<file path="config.mk">
export PLATFORM = sky130hd
export DESIGN_NAME = des_round_engine
export DESIGN_NICKNAME = d
export VERILOG_FILES = /design/src/rtl/des_pkg.sv /design/src/rtl/des_feistel_f.sv /design/src/rtl/des_round_engine.sv
export SDC_FILE = /design/constraint.sdc
export NUM_CORES = 1
export LEC_CHECK = 0
export CORE_MARGIN = 2
export CORE_UTILIZATION = 50
export CTS_BUF_LIST = sky130_fd_sc_hd__clkbuf_4
export CTS_CLUSTER_SIZE = 24
export DETAILED_ROUTE_END_ITERATION = 8
export PLACE_DENSITY = 0.75
export SLEW_MARGIN = 10
export SYNTH_ARGS = -nofsm -noshare
export SYNTH_HDL_FRONTEND = slang
export SYNTH_SLANG_ARGS = --single-unit
</file>
<file path="constraint.sdc">
create_clock -name clk -period 4.85 [get_ports clk]
set_clock_uncertainty 0.2 [all_clocks]
set_input_delay 1.455 -clock clk [delete_from_list [all_inputs] [get_ports clk]]
set_output_delay 1.455 -clock clk [all_outputs]
set_load 0.02 [all_outputs]
</file>
<file path="src/rtl/des_pkg.sv">
// Shared DES constants: FIPS 46-3 permutation tables, S-boxes, FSM state type and round count.
// Table entries are 1-based DES bit numbers; DES bit n lives at vector index W-n.
package des_pkg;

  localparam int ROUNDS = 16;

  typedef enum logic [1:0] {
    ST_IDLE,
    ST_ROUND,
    ST_DONE
  } state_t;

  localparam int IP_TAB [64] = '{
    58, 50, 42, 34, 26, 18, 10, 2,
    60, 52, 44, 36, 28, 20, 12, 4,
    62, 54, 46, 38, 30, 22, 14, 6,
    64, 56, 48, 40, 32, 24, 16, 8,
    57, 49, 41, 33, 25, 17,  9, 1,
    59, 51, 43, 35, 27, 19, 11, 3,
    61, 53, 45, 37, 29, 21, 13, 5,
    63, 55, 47, 39, 31, 23, 15, 7
  };

  localparam int FP_TAB [64] = '{
    40, 8, 48, 16, 56, 24, 64, 32,
    39, 7, 47, 15, 55, 23, 63, 31,
    38, 6, 46, 14, 54, 22, 62, 30,
    37, 5, 45, 13, 53, 21, 61, 29,
    36, 4, 44, 12, 52, 20, 60, 28,
    35, 3, 43, 11, 51, 19, 59, 27,
    34, 2, 42, 10, 50, 18, 58, 26,
    33, 1, 41,  9, 49, 17, 57, 25
  };

  localparam int E_TAB [48] = '{
    32,  1,  2,  3,  4,  5,
     4,  5,  6,  7,  8,  9,
     8,  9, 10, 11, 12, 13,
    12, 13, 14, 15, 16, 17,
    16, 17, 18, 19, 20, 21,
    20, 21, 22, 23, 24, 25,
    24, 25, 26, 27, 28, 29,
    28, 29, 30, 31, 32,  1
  };

  localparam int P_TAB [32] = '{
    16,  7, 20, 21, 29, 12, 28, 17,
     1, 15, 23, 26,  5, 18, 31, 10,
     2,  8, 24, 14, 32, 27,  3,  9,
    19, 13, 30,  6, 22, 11,  4, 25
  };

  // Each S-box row packs its 16 columns as nibbles, column 0 in the top nibble.
  localparam logic [63:0] SBOX [8][4] = '{
    '{64'hE4D12FB83A6C5907, 64'h0F74E2D1A6CB9538, 64'h41E8D62BFC973A50, 64'hFC8249175B3EA06D},
    '{64'hF18E6B34972DC05A, 64'h3D47F28EC01A69B5, 64'h0E7BA4D158C6932F, 64'hD8A13F42B67C05E9},
    '{64'hA09E63F51DC7B428, 64'hD709346A285ECBF1, 64'hD6498F30B12C5AE7, 64'h1AD069874FE3B52C},
    '{64'h7DE3069A1285BC4F, 64'hD8B56F03472C1AE9, 64'hA690CB7DF13E5284, 64'h3F06A1D8945BC72E},
    '{64'h2C417AB6853FD0E9, 64'hEB2C47D150FA3986, 64'h421BAD78F9C5630E, 64'hB8C71E2D6F09A453},
    '{64'hC1AF92680D34E75B, 64'hAF427C9561DE0B38, 64'h9EF528C3704A1DB6, 64'h432C95FABE17608D},
    '{64'h4B2EF08D3C975A61, 64'hD0B7491AE35C2F86, 64'h14BDC37EAF680592, 64'h6BD814A7950FE23C},
    '{64'hD2846FB1A93E50C7, 64'h1FD8A374C56B0E92, 64'h7B419CE206ADF358, 64'h21E74A8DFC90356B}
  };

  // Row comes from the outer bits of the 6-bit group, column from the inner four.
  function automatic logic [3:0] sbox_lookup(int box, logic [5:0] six);
    logic [63:0] row_bits;
    logic [1:0]  row;
    logic [3:0]  col;
    row      = {six[5], six[0]};
    col      = six[4:1];
    row_bits = SBOX[box][row];
    return 4'(row_bits >> (4 * (15 - int'(col))));
  endfunction

endpackage

</file>
<file path="src/rtl/des_feistel_f.sv">
// Combinational DES round function f(R,K) = P(S(E(R) ^ K)).
module des_feistel_f
  import des_pkg::*;
(
  input  logic [31:0] r,
  input  logic [47:0] k,
  output logic [31:0] f
);

  logic [47:0] e_out;
  logic [47:0] x;
  logic [31:0] s_out;

  genvar gi;

  generate
    for (gi = 0; gi < 48; gi++) begin : g_expand
      assign e_out[47-gi] = r[32-E_TAB[gi]];
    end
  endgenerate

  assign x = e_out ^ k;

  generate
    for (gi = 0; gi < 8; gi++) begin : g_sbox
      logic [5:0] six;
      assign six                  = x[47-6*gi -: 6];
      assign s_out[31-4*gi -: 4]  = sbox_lookup(gi, six);
    end
  endgenerate

  generate
    for (gi = 0; gi < 32; gi++) begin : g_pbox
      assign f[31-gi] = s_out[32-P_TAB[gi]];
    end
  endgenerate

endmodule

</file>
<file path="src/rtl/des_round_engine.sv">
// Iterative DES engine: IP on accept, one Feistel round per clock against the external
// round-key generator, FP into data_out on the last round edge.
module des_round_engine
  import des_pkg::*;
(
  input  logic        clk,
  input  logic        rst,
  input  logic        start,
  input  logic        decrypt,
  input  logic [63:0] data_in,
  input  logic [63:0] key_in,
  output logic        busy,
  output logic        done,
  output logic [63:0] data_out,
  output logic [4:0]  round_cnt,
  output logic [63:0] key_out,
  input  logic [47:0] round_key
);

  state_t      state_reg, state_next;
  logic [31:0] l_reg, r_reg;
  logic [31:0] f_out;
  logic        dir_reg;
  logic [4:0]  round_cnt_reg;
  logic [63:0] key_reg;
  logic [63:0] data_out_reg;
  logic [63:0] ip_data;
  logic [63:0] pre_out;
  logic [63:0] fp_data;
  logic        accept;
  logic        last_round;

  genvar gi;

  generate
    for (gi = 0; gi < 64; gi++) begin : g_perm
      assign ip_data[63-gi] = data_in[64-IP_TAB[gi]];
      assign fp_data[63-gi] = pre_out[64-FP_TAB[gi]];
    end
  endgenerate

  des_feistel_f u_feistel (
    .r (r_reg),
    .k (round_key),
    .f (f_out)
  );

  // The final round's halves go straight to FP already swapped: {R16, L16}.
  assign pre_out    = {l_reg ^ f_out, r_reg};
  assign accept     = start && (state_reg != ST_ROUND);
  assign last_round = (round_cnt_reg == (dir_reg ? 5'd1 : 5'(ROUNDS)));

  always_ff @(posedge clk) begin
    if (rst) begin
      state_reg <= ST_IDLE;
    end else begin
      state_reg <= state_next;
    end
  end

  always_comb begin
    state_next = state_reg;
    case (state_reg)
      ST_IDLE:  if (start) state_next = ST_ROUND;
      ST_ROUND: if (last_round) state_next = ST_DONE;
      ST_DONE:  state_next = start ? ST_ROUND : ST_IDLE;
      default:  state_next = ST_IDLE;
    endcase
  end

  always_ff @(posedge clk) begin
    if (rst) begin
      l_reg         <= '0;
      r_reg         <= '0;
      dir_reg       <= 1'b0;
      round_cnt_reg <= '0;
      key_reg       <= '0;
      data_out_reg  <= '0;
    end else if (accept) begin
      key_reg       <= key_in;
      dir_reg       <= decrypt;
      {l_reg, r_reg} <= ip_data;
      round_cnt_reg <= decrypt ? 5'(ROUNDS) : 5'd1;
    end else if (state_reg == ST_ROUND) begin
      l_reg <= r_reg;
      r_reg <= l_reg ^ f_out;
      if (last_round) begin
        round_cnt_reg <= '0;
        data_out_reg  <= fp_data;
      end else begin
        round_cnt_reg <= dir_reg ? round_cnt_reg - 5'd1 : round_cnt_reg + 5'd1;
      end
    end
  end

  assign busy      = (state_reg == ST_ROUND);
  assign done      = (state_reg == ST_DONE);
  assign data_out  = data_out_reg;
  assign round_cnt = round_cnt_reg;
  assign key_out   = key_reg;

endmodule

</file>
### After elaboration in Yosys (flattened, before gate mapping)

Index checks and enable logic that the tools add are counted.

* bits in registers: 200
* input port bits: 180
* output and inout bits: 135

* $add $sub $neg: 10
* order comparisons: 8
* equality and inequality tests: 6
* shift operators: 8
* muxes and demuxes: 38
* bitwise gates (word level): 11
* reduce and logical (&&, ||, !) cells: 5

Operators by type and width (count)
* $bmux W64 S2: 8
* $mux W64: 16
* $shr A64 B32 Y4: 8
* $mux W32: 4
* $xor A48 B48 Y48: 1
* $sub A4 B4 Y5 const A: 8
* $xor A32 B32 Y32: 1
* $mux W5: 6
* $ge A3 B3 Y1 const B: 8
* $not A2 Y3: 8
* $pmux W2 S3: 1
* $add A5 B1 Y5 const B: 1
* $eq A5 B5 Y1: 1
* $sub A5 B1 Y5 const B: 1
* $mux W2: 2
* $ne A2 B1 Y1 const B: 2
* $reduce_and A3 Y1: 1
* $eq A2 B1 Y1 const B: 1
* $eq A2 B2 Y1 const B: 1
* $logic_not A2 Y1: 1
* $ne A2 B2 Y1 const B: 1
* $reduce_and A2 Y1: 1
* $reduce_bool A2 Y1: 1
* $logic_and A1 B1 Y1: 1
* 2 further kinds: 2

### Logic depth before layout (Yosys ltp)

Gate-level depths: netlist of the first run.

* word-level depth: 9
* mapped depth: 11
* gate-level depth less buffers: 9

### By module

Synthesis of the first run repeated with hierarchy kept, for this count alone.

* cell total of the unflattened synthesis: 1628
* area, all modules: 13440.4 um2

Modules (own cells, without submodules)
* des_round_engine: instances 1, cells an instance 930, area an instance 8080.2 um2
* des_feistel_f: instances 1, cells an instance 698, area an instance 5360.1 um2

### Least setup slack after synthesis of the first run

OpenSTA, ideal clock, no wires.

* path kind: input-to-reg
* from: input port round_key[0]
* to: register r_reg[11]
* arrival: 3.751 ns
* data required time: 4.523 ns
* slack: 0.772 ns
* stages: 7
* path through: xor2_1 clkinv_1 ha_1 mux4_1 o211ai_1 a21oi_1 or3_1

* word-level cells in the longest chain between the ends: 9

Ends and longest elaborated chain
* start, declared: line des_round_engine.sv:17 `input logic [47:0] round_key`
* $xor A48 B48 Y48: line des_feistel_f.sv:22 `assign x = e_out ^ k;`
* $not A2 Y3 (implied by the code): line des_pkg.sv:72 `row_bits = SBOX[box][row];`
* $bmux W64 S2: line des_pkg.sv:72
* $mux W64 (implied by the code) (2 in a row): line des_pkg.sv:72
* $shr A64 B32 Y4: line des_pkg.sv:73 `return 4'(row_bits >> (4 * (15 - int'(col))));`
* $xor A32 B32 Y32: line des_round_engine.sv:86 `r_reg <= l_reg ^ f_out;`
* $mux W32: line des_round_engine.sv:84 `end else if (state_reg == ST_ROUND) begin`
* $mux W32: line des_round_engine.sv:79 `end else if (accept) begin`
* end signal, assigned: line des_round_engine.sv:82 `{l_reg, r_reg} <= ip_data;`
* end signal, assigned: line des_round_engine.sv:86
* end, declared: line des_round_engine.sv:21 `logic [31:0] l_reg, r_reg;`

No other way between the ends. The select of a mux whose other input is x is not followed.
A chain may end at the register's enable or synchronous reset.

### Final worst setup path of the first run

* from: input port round_key[11]
* to: register data_out_reg[54], in the netlist data_out[54]

* word-level cells in the longest chain between the ends: 7

Ends and longest elaborated chain
* $xor A48 B48 Y48: line des_feistel_f.sv:22
* $not A2 Y3 (implied by the code): line des_pkg.sv:72
* $bmux W64 S2: line des_pkg.sv:72
* $mux W64 (implied by the code) (2 in a row): line des_pkg.sv:72
* $shr A64 B32 Y4: line des_pkg.sv:73
* $xor A32 B32 Y32: line des_round_engine.sv:49 `assign pre_out = {l_reg ^ f_out, r_reg};`
* end signal, assigned: line des_round_engine.sv:89 `data_out_reg <= fp_data;`
* end, declared: line des_round_engine.sv:26 `logic [63:0] data_out_reg;`

No other way between the ends. The select of a mux whose other input is x is not followed.

==> reports/qor.txt, run 1 <==
====================================================================================================
Count of state elements after synthesis ...............................................          200
Cts hold-fix bufs .....................................................................            0
Number of hold-slack violations in the final timing report ............................            0
Die Footprint .........................................................................    29700 µm²
# DRC .................................................................................            0
Worst hold-check path type ............................................................   reg -> reg
Placement Setup Slack .................................................................     0.165 ns
Reg-to-reg slack, setup ...............................................................      1.45 ns
Synthesis warning total ...............................................................            0
Number of port buffers ................................................................          314
Worst min-delay path startpoint ....................................................... key_out[42]$_SDFFE_PP0P_
Via-per-instance ratio ................................................................         5.98
Post-CTS Repair Setup Buffers .........................................................            0
Router iterations before antenna repair ...............................................            6
Arrival time of data at the critical path endpoint ....................................      4.42 ns
Worst r2r dst ......................................................................... data_out[54]$_SDFFE_PP0P_
Number of distinct library cell variants in the gate-level netlist after synthesis ....           79
Placeable core region .................................................................    27900 µm²
Post-detail-place hpwl ................................................................     34800 µm
Beginning of the worst register-to-register path ...................................... r_reg[8]$_SDFFE_PP0P_
Most used flip-flop cell after synthesis .............................................. sky130_fd_sc_hd__dfxtp_1
Worst hold stages .....................................................................            2
Max-capacitance violation count .......................................................            0
Static Leak ...........................................................................      7.03 nW
Maximum vdd drop ......................................................................   0.000180 V
Least-Margin Pin Slew .................................................................      1.25 ns
Crit path max fanout ..................................................................           10
Hold Path End ......................................................................... key_out[42]$_SDFFE_PP0P_
First-pass GRT wire length ............................................................     71900 µm
Overflow after GRT ....................................................................            0
Avg Inst Size Synth ...................................................................     8.26 µm²
TritonCTS clock tree ..................................................................          yes
Clock latency on the worst-skew pair ..................................................      0.64 ns
Fin nets ..............................................................................         2240
Start-to-end type of the worst setup path .............................................    in -> reg
Worst Setup End Kind ..................................................................    flip-flop
Height of the die .....................................................................       172 µm
Kind of launch point of the worst setup path ..........................................   input port
Post-synthesis async set-or-reset flop share ..........................................           0%
Post-Route Setup TNS ..................................................................         0 ns
Total wire length .....................................................................     47300 µm
Final setup fails .....................................................................            0
Number of standard-cell rows in the floorplan .........................................           61
Cell at the root of the clock tree .................................................... sky130_fd_sc_hd__clkbuf_4
Worst relative slew slack .............................................................        16.4%
R2R cell count ........................................................................            8
Most frequent standard cell in the layout excluding fill and tap cells ................ sky130_fd_sc_hd__clkdlybuf4s50_1
Number of enable flip-flop cells after synthesis ......................................            0
Remaining number of nets flagged by the antenna check after routing ...................            0
Final GP Congestion ...................................................................        0.939
Unrepaired setup endpoints after global routing .......................................        false
Run status ............................................................................ finished clean
Filler cell count in the final layout .................................................         2392
Number of buffers inserted during clock tree synthesis ................................           17
Max Clock Freq ........................................................................    0.248 GHz
Total number of vias ..................................................................        14300
CTS HTree Levels ......................................................................            4
Post-Syn Instances ....................................................................         1713
Sequential area share after synthesis .................................................        28.3%
Bufs on Longest Clock Path ............................................................            2
Vias in the first global route ........................................................        13100
Max-slew violation total from the final report ........................................            0
Number of antenna violations at the first check in global routing .....................            3
Shortest clock period the worst path allows after layout ..............................      4.04 ns
Mapped Nets ...........................................................................         1960
GRT Overall Usage .....................................................................        30.9%
Pin count of the biggest net entering global routing ..................................          110
Post-CTS sizing .......................................................................            0
Effective utilization at floorplan ....................................................        50.8%
Initial detailed-routing violation count ..............................................         1204
Routed wire length per instance .......................................................      19.8 µm
Number of clock sinks .................................................................          200
Num ports .............................................................................          315
Commonest cells after routing, fill and taps aside .................................... sky130_fd_sc_hd__clkdlybuf4s50_1 (312), sky130_fd_sc_hd__nand2_1 (257), sky130_fd_sc_hd__dfxtp_1 (200)
Final critical-path setup slack .......................................................     0.813 ns
Ratio of total power to cell area .....................................................   330 nW/µm²
Width of the die ......................................................................       172 µm
Worst Hold Margin .....................................................................     0.267 ns
Clock-pin slew reported for the worst setup and hold paths after clock tree synthesis .      0.23 ns
Synth-to-Final Area Change ............................................................        28.7%
Proportion of layout cells with a drive suffix above 1 ................................        9.17%
Critical path data required time ......................................................      5.23 ns
Synthesized area ......................................................................    14100 µm²
Period utilization ....................................................................        83.2%
====================================================================================================
worst max-delay path by stage:
stage,to,depth (start not counted),slack (ns),from
after floorplan,r_reg[11]$_SDFFE_PP0P_,7,0.77,round_key[0]
after global placement,data_out[54]$_SDFFE_PP0P_,9,0.29,round_key[11]
after detailed placement,data_out[54]$_SDFFE_PP0P_,9,0.16,round_key[11]
after CTS,data_out[54]$_SDFFE_PP0P_,9,0.86,round_key[11]
after global routing,data_out[44]$_SDFFE_PP0P_,10,0.57,round_key[18]
final,data_out[54]$_SDFFE_PP0P_,9,0.81,round_key[11]
power by group:
group          internal, mW  switching [mW]  total, mW
logic                  1.35            1.63       2.98
clock network         0.288           0.777       1.06
registers              1.77           0.187       1.96
cell families after synthesis:
family	after synthesis	share of synthesized area, %
multiplexers	137	13.4
XOR/XNOR	111	7.61
adder cells (fa/ha/maj)	67	5.98
buffers and inverters	210	6.16
AND/OR/NAND/NOR	539	17.2
AO/OA/AOI/OAI	449	21.3
flip-flops	200	28.3
final cells by class:
class | count | area [µm²] | share of cell area (%)
Antenna cell | 3 | 7.51 | 0.0412
Clock buffer | 17 | 128 | 0.701
Clock inverter | 15 | 234 | 1.29
Inverter | 69 | 259 | 1.42
Multi-Input combinational cell | 1303 | 9290 | 51.0
Sequential cell | 200 | 4000 | 22.0
Tap cell | 378 | 473 | 2.60
Timing Repair Buffer | 402 | 3810 | 21.0
cell usage after synthesis, types with 20 or more instances:
master	instances	area [µm²]
sky130_fd_sc_hd__xor2_1	45	394
sky130_fd_sc_hd__mux4_2	35	788
sky130_fd_sc_hd__mux2i_1	91	911
sky130_fd_sc_hd__dfxtp_1	200	4000
sky130_fd_sc_hd__buf_2	30	150
sky130_fd_sc_hd__nand3_1	43	215
sky130_fd_sc_hd__o21ai_0	50	250
sky130_fd_sc_hd__o211ai_1	31	233
sky130_fd_sc_hd__xnor2_1	58	508
sky130_fd_sc_hd__nor2_1	99	372
sky130_fd_sc_hd__nand2_1	259	972
sky130_fd_sc_hd__nor3_1	34	170
sky130_fd_sc_hd__inv_1	67	251
sky130_fd_sc_hd__ha_1	66	826
sky130_fd_sc_hd__a21oi_1	150	751
sky130_fd_sc_hd__a211oi_1	65	488
sky130_fd_sc_hd__a311oi_1	20	175
sky130_fd_sc_hd__clkbuf_1	86	323
sky130_fd_sc_hd__or3_1	22	138
critical path, cell delays in order:
cell and delay [ns]:
sky130_fd_sc_hd__clkdlybuf4s50_1 0.48, sky130_fd_sc_hd__xor2_1 0.44, sky130_fd_sc_hd__ha_1 0.45, sky130_fd_sc_hd__inv_1 0.16, sky130_fd_sc_hd__nor3_1 0.27, sky130_fd_sc_hd__nor4_1 0.11
sky130_fd_sc_hd__o21a_1 0.25, sky130_fd_sc_hd__or4_1 0.52, sky130_fd_sc_hd__a311oi_1 0.27
routing by layer:
| layer | share of wire (%) | vias to the layer above | track usage (%) |
|---|---|---|---|
| li1 | - | 6769 | - |
| met1 | 41 | 6833 | 40.0 |
| met2 | 48 | 603 | 52.3 |
| met3 | 7.7 | 80 | 5.40 |
| met4 | 3.0 | 0 | 10.2 |
| met5 | 0 | - | 0 |
stage by stage:
| stage | total power [mW] | cell area, µm² | utilization [%] | std cells |
|---|---|---|---|---|
| floorplan | 3.97 | 14100 | - | 1713 |
| global placement | 4.87 | 17800 | 64.0 | 2352 |
| detailed placement | 4.91 | 17800 | 64.0 | 2352 |
| CTS | 5.99 | 18200 | 65.3 | 2384 |
| global route | 6.37 | 18200 | 65.3 | 2386 |
| finish | 6.00 | 18200 | 65.4 | 2387 |
Note: power is estimated with default switching activity, not from simulation.
==> run 2, diff against run 1 <==
Settings changed: CORE_UTILIZATION 50 to 48, PLACE_DENSITY 0.75 to 0.76.
Clock period 4.85 ns to 3.5 ns, I/O delays scaled along.
==> run 2 against run 1 <==
  * Die area rose by 4.1%
  * Critical path type unchanged
  * Via count rose by 3.7%
  * Sequential power rose by 37%
  * Critical path depth fell by 1
  * Clock power rose by 20%
  * Sequential cell count did not move
==> reports/qor.txt, run 2 (synthesis gave the netlist of run 1 again) <==
====================================================================================================
Number of hold-slack violations in the final timing report ............................            0   unchanged
Start-to-end type of the worst setup path .............................................    in -> reg   unchanged
Reg-to-reg slack, setup ...............................................................      0.49 ns   was 1.45 ns
Critical path origin .................................................................. round_key[5]   was round_key[11]
Crit. path cell count .................................................................            8   was 9
Height of the die .....................................................................       176 µm   was 172 µm
Worst Setup End Kind ..................................................................    flip-flop   unchanged
Cts hold-fix bufs .....................................................................            0   unchanged
Proportion of layout cells with a drive suffix above 1 ................................        17.1%   was 9.17%
Maximum vdd drop ......................................................................   0.000270 V   was 0.000180 V
Period utilization ....................................................................        96.2%
Commonest cells after routing, fill and taps aside .................................... sky130_fd_sc_hd__clkdlybuf4s50_1 (312), sky130_fd_sc_hd__buf_4 (266), sky130_fd_sc_hd__nand2_1 (257)   was sky130_fd_sc_hd__clkdlybuf4s50_1 (312), sky130_fd_sc_hd__nand2_1 (257), sky130_fd_sc_hd__dfxtp_1 (200)
Arrival time of data at the critical path endpoint ....................................      3.71 ns   was 4.42 ns
GRT Overall Usage .....................................................................        31.6%   was 30.9%
Critical path data required time ......................................................      3.84 ns   was 5.23 ns
Max-slew violation total from the final report ........................................            0   unchanged
Unrepaired setup endpoints after global routing .......................................        false   unchanged
Footprint of the multi-input gates ....................................................     9350 µm²   was 9290 µm²
Clock latency on the worst-skew pair ..................................................      0.64 ns   about the same
Least-Margin Pin Slew .................................................................     0.692 ns   was 1.25 ns
Num ports .............................................................................          315   unchanged
Die Footprint .........................................................................    30900 µm²   was 29700 µm²
Overflow after GRT ....................................................................            0   unchanged
Fin nets ..............................................................................         2424   was 2240
Vias in the first global route ........................................................        14100   was 13100
Max Clock Freq ........................................................................    0.297 GHz
Static Leak ...........................................................................      7.91 nW   was 7.03 nW
Number of port buffers ................................................................          314   unchanged
Synth-to-Final Area Change ............................................................        38.9%   was 28.7%
Placeable core region .................................................................    28900 µm²   was 27900 µm²
Bufs on Longest Clock Path ............................................................            2   unchanged
Remaining number of nets flagged by the antenna check after routing ...................            0   unchanged
Via-per-instance ratio ................................................................         5.75   was 5.98
R2R cell count ........................................................................            9   was 8
TritonCTS clock tree ..................................................................          yes   unchanged
Number of antenna violations at the first check in global routing .....................            4   was 3
Total number of vias ..................................................................        14800   was 14300
Register cell area after layout .......................................................     4000 µm²   unchanged
Design Area, Final ....................................................................    19700 µm²   was 18200 µm²
Post-detail-place hpwl ................................................................     38500 µm   was 34800 µm
Max incr delay on CP ..................................................................      0.54 ns   was 0.52 ns
Most frequent standard cell in the layout excluding fill and tap cells ................ sky130_fd_sc_hd__clkdlybuf4s50_1   unchanged
Worst r2r dst ......................................................................... r_reg[28]$_SDFFE_PP0P_   was data_out[54]$_SDFFE_PP0P_
Standard cell with the maximum stage delay on the critical path ....................... sky130_fd_sc_hd__clkdlybuf4s50_1   was sky130_fd_sc_hd__or4_1
Capturing element of the worst setup path ............................................. r_reg[17]$_SDFFE_PP0P_   was data_out[54]$_SDFFE_PP0P_
Worst-path cell chain ................................................................. clkdlybuf4s50_1, xor2_2, ha_1, mux2_2, mux2_2, mux4_2, xor2_1, a211oi_1   was clkdlybuf4s50_1, xor2_1, ha_1, inv_1, nor3_1, nor4_1, o21a_1, or4_1, a311oi_1
Router iterations before antenna repair ...............................................            5   was 6
Worst hold-check path type ............................................................   reg -> reg   unchanged
Total wire length .....................................................................     50100 µm   was 47300 µm
CTS HTree Levels ......................................................................            4   unchanged
Initial detailed-routing violation count ..............................................         1081   was 1204
Width of the die ......................................................................       176 µm   was 172 µm
Shortest clock period the worst path allows after layout ..............................      3.37 ns
Crit path max fanout ..................................................................            6   was 10
Overall power .........................................................................      8.84 mW   was 6.00 mW
Final GP Congestion ...................................................................        0.948   was 0.939
First-pass GRT wire length ............................................................     77500 µm   was 71900 µm
Pin count of the biggest net entering global routing ..................................           81   was 110
Run status ............................................................................ finished clean   unchanged
Max-capacitance violation count .......................................................            0   unchanged
Routed wire length per instance .......................................................      19.4 µm   was 19.8 µm
Number of standard-cell rows in the floorplan .........................................           62   was 61
# DRC .................................................................................            0   unchanged
Cell at the root of the clock tree .................................................... sky130_fd_sc_hd__clkbuf_4   unchanged
Crit-path most repeated cell .......................................................... sky130_fd_sc_hd__mux2_2
Filler cell count in the final layout .................................................         2454   was 2392
Critical path's top delay family ...................................................... multiplexers   was simple AND/OR/NAND/NOR gates
Kind of launch point of the worst setup path ..........................................   input port   unchanged
Ratio of total power to cell area .....................................................   450 nW/µm²   was 330 nW/µm²
Number of buffer and inverter instances along the worst setup path ....................            1   was 2
Final setup fails .....................................................................            0   unchanged
Beginning of the worst register-to-register path ...................................... r_reg[7]$_SDFFE_PP0P_   was r_reg[8]$_SDFFE_PP0P_
Number of clock sinks .................................................................          200   unchanged
Clock-pin slew reported for the worst setup and hold paths after clock tree synthesis .      0.19 ns   was 0.23 ns
Worst relative slew slack .............................................................        53.5%   was 16.4%
Dpl cell area .........................................................................    19300 µm²   was 17800 µm²
Effective utilization at floorplan ....................................................        49.0%   was 50.8%
Number of buffers inserted during clock tree synthesis ................................           17   unchanged
====================================================================================================
run 2: cell types whose count changed in the layout (fill, tap and decap cells not counted):
| cell | before | now |
|---|---|---|
| sky130_fd_sc_hd__buf_12 | 1 | 7 |
| sky130_fd_sc_hd__clkinv_1 | 1 | 2 |
| sky130_fd_sc_hd__inv_12 | 3 | 0 |
| sky130_fd_sc_hd__clkinv_2 | 0 | 1 |
| sky130_fd_sc_hd__buf_4 | 88 | 266 |
| sky130_fd_sc_hd__a2111oi_0 | 12 | 11 |
| sky130_fd_sc_hd__xnor2_2 | 3 | 4 |
| sky130_fd_sc_hd__a2111oi_1 | 0 | 1 |
| sky130_fd_sc_hd__inv_16 | 4 | 0 |
| sky130_fd_sc_hd__clkinvlp_4 | 0 | 3 |
| sky130_fd_sc_hd__xor2_1 | 45 | 38 |
| sky130_fd_sc_hd__xor2_2 | 1 | 8 |
| sky130_fd_sc_hd__inv_8 | 2 | 4 |
| sky130_fd_sc_hd__xnor2_1 | 58 | 57 |
run 2: worst reg2reg max path, cell delays in order, from the launching register on:
cell                       delay (ns)
sky130_fd_sc_hd__dfxtp_1         0.59
sky130_fd_sc_hd__xor2_1          0.44
sky130_fd_sc_hd__inv_1           0.15
sky130_fd_sc_hd__ha_1            0.24
sky130_fd_sc_hd__inv_1           0.07
sky130_fd_sc_hd__mux4_2          0.22
sky130_fd_sc_hd__nor3_1          0.05
sky130_fd_sc_hd__a211oi_1        0.57
sky130_fd_sc_hd__xor2_1          0.15
sky130_fd_sc_hd__a211oi_1        0.26
run 2: worst min-delay path by stage:
stage / cells after the start / slack (ns) / startpoint / endpoint
after floorplan: 2 / 0.29 / l_reg[25]$_SDFFE_PP0P_ / r_reg[25]$_SDFFE_PP0P_
after global placement: 2 / 0.24 / key_out[26]$_SDFFE_PP0P_ / key_out[26]$_SDFFE_PP0P_
after detailed placement: 2 / 0.25 / key_out[60]$_SDFFE_PP0P_ / key_out[60]$_SDFFE_PP0P_
after CTS: 2 / 0.27 / key_out[60]$_SDFFE_PP0P_ / key_out[60]$_SDFFE_PP0P_
after global routing: 2 / 0.29 / key_out[3]$_SDFFE_PP0P_ / key_out[3]$_SDFFE_PP0P_
final: 2 / 0.27 / key_out[2]$_SDFFE_PP0P_ / key_out[2]$_SDFFE_PP0P_
run 2: area by class of cell:
type,count,share of cell area (%)
multi-input combinational,1303,47.6
timing repair buffer,586,26.8
sequential,200,20.4
tap,384,2.44
inverter,69,1.32
clock inverter,15,0.808
clock buffer,17,0.649
antenna,3,0.0382
run 2: where the power goes:
| part | internal [mW] | total (mW) | switching, mW |
|---|---|---|---|
| combinational | 2.43 | 4.90 | 2.47 |
| sequential | 2.45 | 2.68 | 0.225 |
| clock | 0.322 | 1.27 | 0.943 |
run 2: per-layer routing:
layer / global-route usage [%] / vias up / part of all wire [%]
li1: - / 7125 / -
met1: 42.9 / 7096 / 44
met2: 53.0 / 522 / 48
met3: 4.03 / 74 / 5.7
met4: 8.75 / 2 / 2.2
met5: 0 / - / 0.026
run 2: through the flow:
stage               instances  setup slack, ns  util, %  hold slack, ns  setup TNS [ns]
floorplan                1713           0.0105        -           0.288               0
global placement         2542           -0.492     67.0           0.241          -18.89
detailed placement       2542           -0.574     67.0           0.246          -21.64
CTS                      2574            0.105     68.0           0.267               0
global route             2577          0.00830     68.1           0.288               0
finish                   2577            0.131     68.1           0.266               0
run 2: repair_timing:
item,in CTS,in global routing
buffers inserted,0,0
endpoints found under the setup margin,0,5
resized for setup,0,3
==> run 3, diff against run 2 <==
Settings changed: GPL_TIMING_DRIVEN set to 0, SLEW_MARGIN 10 to unset.
==> run 3 against run 2 <==
  * Critical path type unchanged
  * Sequential power is essentially flat
  * Routed wire length grew 14%
  * Die area is the same
  * Core utilization shrank 3.7 points
  * Fmax shrank 2.9%
  * Clock power grew 7%
  * Critical endpoint is now r_reg[9]$_SDFFE_PP0P_
  * Sequential share of layout area grew 1.2 points
  * Sequential cell count is the same
==> reports/qor.txt, run 3 (synthesis gave the netlist of run 1 again) <==
====================================================================================================
Worst relative slew slack .............................................................        27.4%   was 53.5%
GRT Overall Usage .....................................................................        35.4%   was 31.6%
Total instance count after detailed placement .........................................         2409   was 2542
Filler cell count in the final layout .................................................         2513   was 2454
Arrival time of data at the critical path endpoint ....................................      3.81 ns   was 3.71 ns
Critical path data required time ......................................................      3.84 ns   about the same
Run status ............................................................................ finished clean   unchanged
Via-per-instance ratio ................................................................         6.24   was 5.75
Least-Margin Pin Slew .................................................................      1.09 ns   was 0.692 ns
Final core area utilization ...........................................................        64.5%   was 68.1%
Number of antenna violations at the first check in global routing .....................            1   was 4
Cts hold-fix bufs .....................................................................            0   unchanged
Number of hold-slack violations in the final timing report ............................            0   unchanged
Remaining number of nets flagged by the antenna check after routing ...................            0   unchanged
# DRC .................................................................................            0   unchanged
Period utilization ....................................................................        99.1%   was 96.2%
Max-slew violation total from the final report ........................................            0   unchanged
Commonest cells after routing, fill and taps aside .................................... sky130_fd_sc_hd__clkdlybuf4s50_1 (309), sky130_fd_sc_hd__nand2_1 (259), sky130_fd_sc_hd__dfxtp_1 (200)   was sky130_fd_sc_hd__clkdlybuf4s50_1 (312), sky130_fd_sc_hd__buf_4 (266), sky130_fd_sc_hd__nand2_1 (257)
Clock-pin slew reported for the worst setup and hold paths after clock tree synthesis .      0.21 ns   was 0.19 ns
Start-to-end type of the worst setup path .............................................    in -> reg   unchanged
Max-capacitance violation count .......................................................            0   unchanged
Max Clock Freq ........................................................................    0.288 GHz   was 0.297 GHz
Maximum vdd drop ......................................................................   0.000216 V   was 0.000270 V
Routed wire length per instance .......................................................      23.1 µm   was 19.4 µm
Bufs on Longest Clock Path ............................................................            2   unchanged
Effective utilization at floorplan ....................................................        49.0%   unchanged
Vias in the first global route ........................................................        14200   was 14100
Die Footprint .........................................................................    30900 µm²   unchanged
Footprint of the multi-input gates ....................................................     9570 µm²   was 9350 µm²
Placeable core region .................................................................    28900 µm²   unchanged
Final setup fails .....................................................................            0   unchanged
Synth-to-Final Area Change ............................................................        31.5%   was 38.9%
Router iterations before antenna repair ...............................................            8   was 5
Initial detailed-routing violation count ..............................................         1799   was 1081
Total wire length .....................................................................     56900 µm   was 50100 µm
Proportion of layout cells with a drive suffix above 1 ................................        9.10%   was 17.1%
CTS HTree Levels ......................................................................            4   unchanged
Number of buffers inserted during clock tree synthesis ................................           17   unchanged
Post-detail-place hpwl ................................................................     42600 µm   was 38500 µm
Number of port buffers ................................................................          312   was 314
Register cell area after layout .......................................................     4000 µm²   unchanged
First-pass GRT wire length ............................................................     84500 µm   was 77500 µm
Kind of launch point of the worst setup path ..........................................   input port   unchanged
Fin nets ..............................................................................         2311   was 2424
Height of the die .....................................................................       176 µm   unchanged
Clock latency on the worst-skew pair ..................................................      0.63 ns   was 0.64 ns
Num ports .............................................................................          315   unchanged
Worst hold-check path type ............................................................   reg -> reg   unchanged
Number of standard-cell rows in the floorplan .........................................           62   unchanged
Shortest clock period the worst path allows after layout ..............................      3.47 ns   was 3.37 ns
Static Leak ...........................................................................      7.06 nW   was 7.91 nW
Overall power .........................................................................      8.52 mW   was 8.84 mW
Total number of vias ..................................................................        15400   was 14800
Crit path max fanout ..................................................................           11   was 6
TritonCTS clock tree ..................................................................          yes   unchanged
Cell at the root of the clock tree .................................................... sky130_fd_sc_hd__clkbuf_4   unchanged
Overflow after GRT ....................................................................            0   unchanged
Pin count of the biggest net entering global routing ..................................           23   was 81
Final GP Congestion ...................................................................         1.00   was 0.948
Width of the die ......................................................................       176 µm   unchanged
Non-filler instance count after layout ................................................         2462   was 2577
Ratio of total power to cell area .....................................................   458 nW/µm²   was 450 nW/µm²
Most frequent standard cell in the layout excluding fill and tap cells ................ sky130_fd_sc_hd__clkdlybuf4s50_1   unchanged
Worst Setup End Kind ..................................................................    flip-flop   unchanged
Number of clock sinks .................................................................          200   unchanged
====================================================================================================
[run 3: cell count changes in the layout (fill, tap and decap cells not counted), sizes merged]
cell | before | now
buf | 274 | 82
clkbuf | 17 | 96
clkdlybuf4s50 | 312 | 309
clkinv | 7 | 9
diode | 3 | 1
dlygate4sd1 | 0 | 1
dlymetal6s2s | 0 | 2
inv | 74 | 72
[run 3: stage by stage]
| step | instance area, µm² | hold slack, ns | TNS, ns | setup slack (ns) |
|---|---|---|---|---|
| 6_report | 18600 | 0.266 | 0 | 0.0317 |
| 3_5_place_dp | 17800 | 0.245 | -55.27 | -1.19 |
| 2_1_floorplan | 14200 | 0.288 | 0 | 0.0105 |
| 3_3_place_gp | 17800 | 0.241 | -48.71 | -1.21 |
| 4_1_cts | 18300 | 0.266 | 0 | 0.00131 |
| 5_1_grt | 18600 | 0.281 | -0.0299 | -0.0132 |
[run 3: layer usage]
layer	wire, µm	global-route usage (%)	up-vias
met1	22500	47.0	7288
met5	0	0	-
met4	2730	15.0	0
met2	25400	55.1	986
li1	-	-	6904
met3	6260	8.53	187
[run 3: path summary, 6_finish.rpt]
path | startpoint | to | slack [ns] | depth (start not counted)
setup / recovery | round_key[42] | r_reg[9]$_SDFFE_PP0P_ | 0.03 | 10
hold / removal | key_out[55]$_SDFFE_PP0P_ | key_out[55]$_SDFFE_PP0P_ | 0.27 | 2
setup reg to reg | dir_reg$_SDFFE_PP0P_ | data_out[8]$_SDFFE_PP0P_ | 0.04 | 7
hold reg to reg | key_out[55]$_SDFFE_PP0P_ | key_out[55]$_SDFFE_PP0P_ | 0.27 | 2
[run 3: critical path, cell delays in order]
cell	delay, ns
sky130_fd_sc_hd__clkdlybuf4s50_1	0.47
sky130_fd_sc_hd__xnor2_2	0.27
sky130_fd_sc_hd__buf_8	0.18
sky130_fd_sc_hd__inv_1	0.07
sky130_fd_sc_hd__ha_2	0.31
sky130_fd_sc_hd__mux4_1	0.54
sky130_fd_sc_hd__a22oi_1	0.20
sky130_fd_sc_hd__o311ai_1	0.24
sky130_fd_sc_hd__xor2_1	0.22
sky130_fd_sc_hd__a211oi_1	0.26
[run 3: power by group]
part / internal (mW) / leakage, nW / switching, mW
combinational: 1.89 / 5.25 / 2.61
clock: 0.354 / 0.170 / 1.01
sequential: 2.45 / 1.64 / 0.202
[run 3: cell type report]
type	instances	area share, %
inverter	69	1.47
tap	384	2.58
buffer	135	3.32
clock inverter	15	1.10
multi-input combinational	1303	51.5
sequential	200	21.5
antenna	1	0.0135
clock buffer	17	0.686
timing repair buffer	338	17.8
[run 3: what timing repair did]
action,in CTS,in global routing
pin swaps,1,5
buffers inserted,3,23
setup endpoints to repair,46,39
resized for setup,29,32
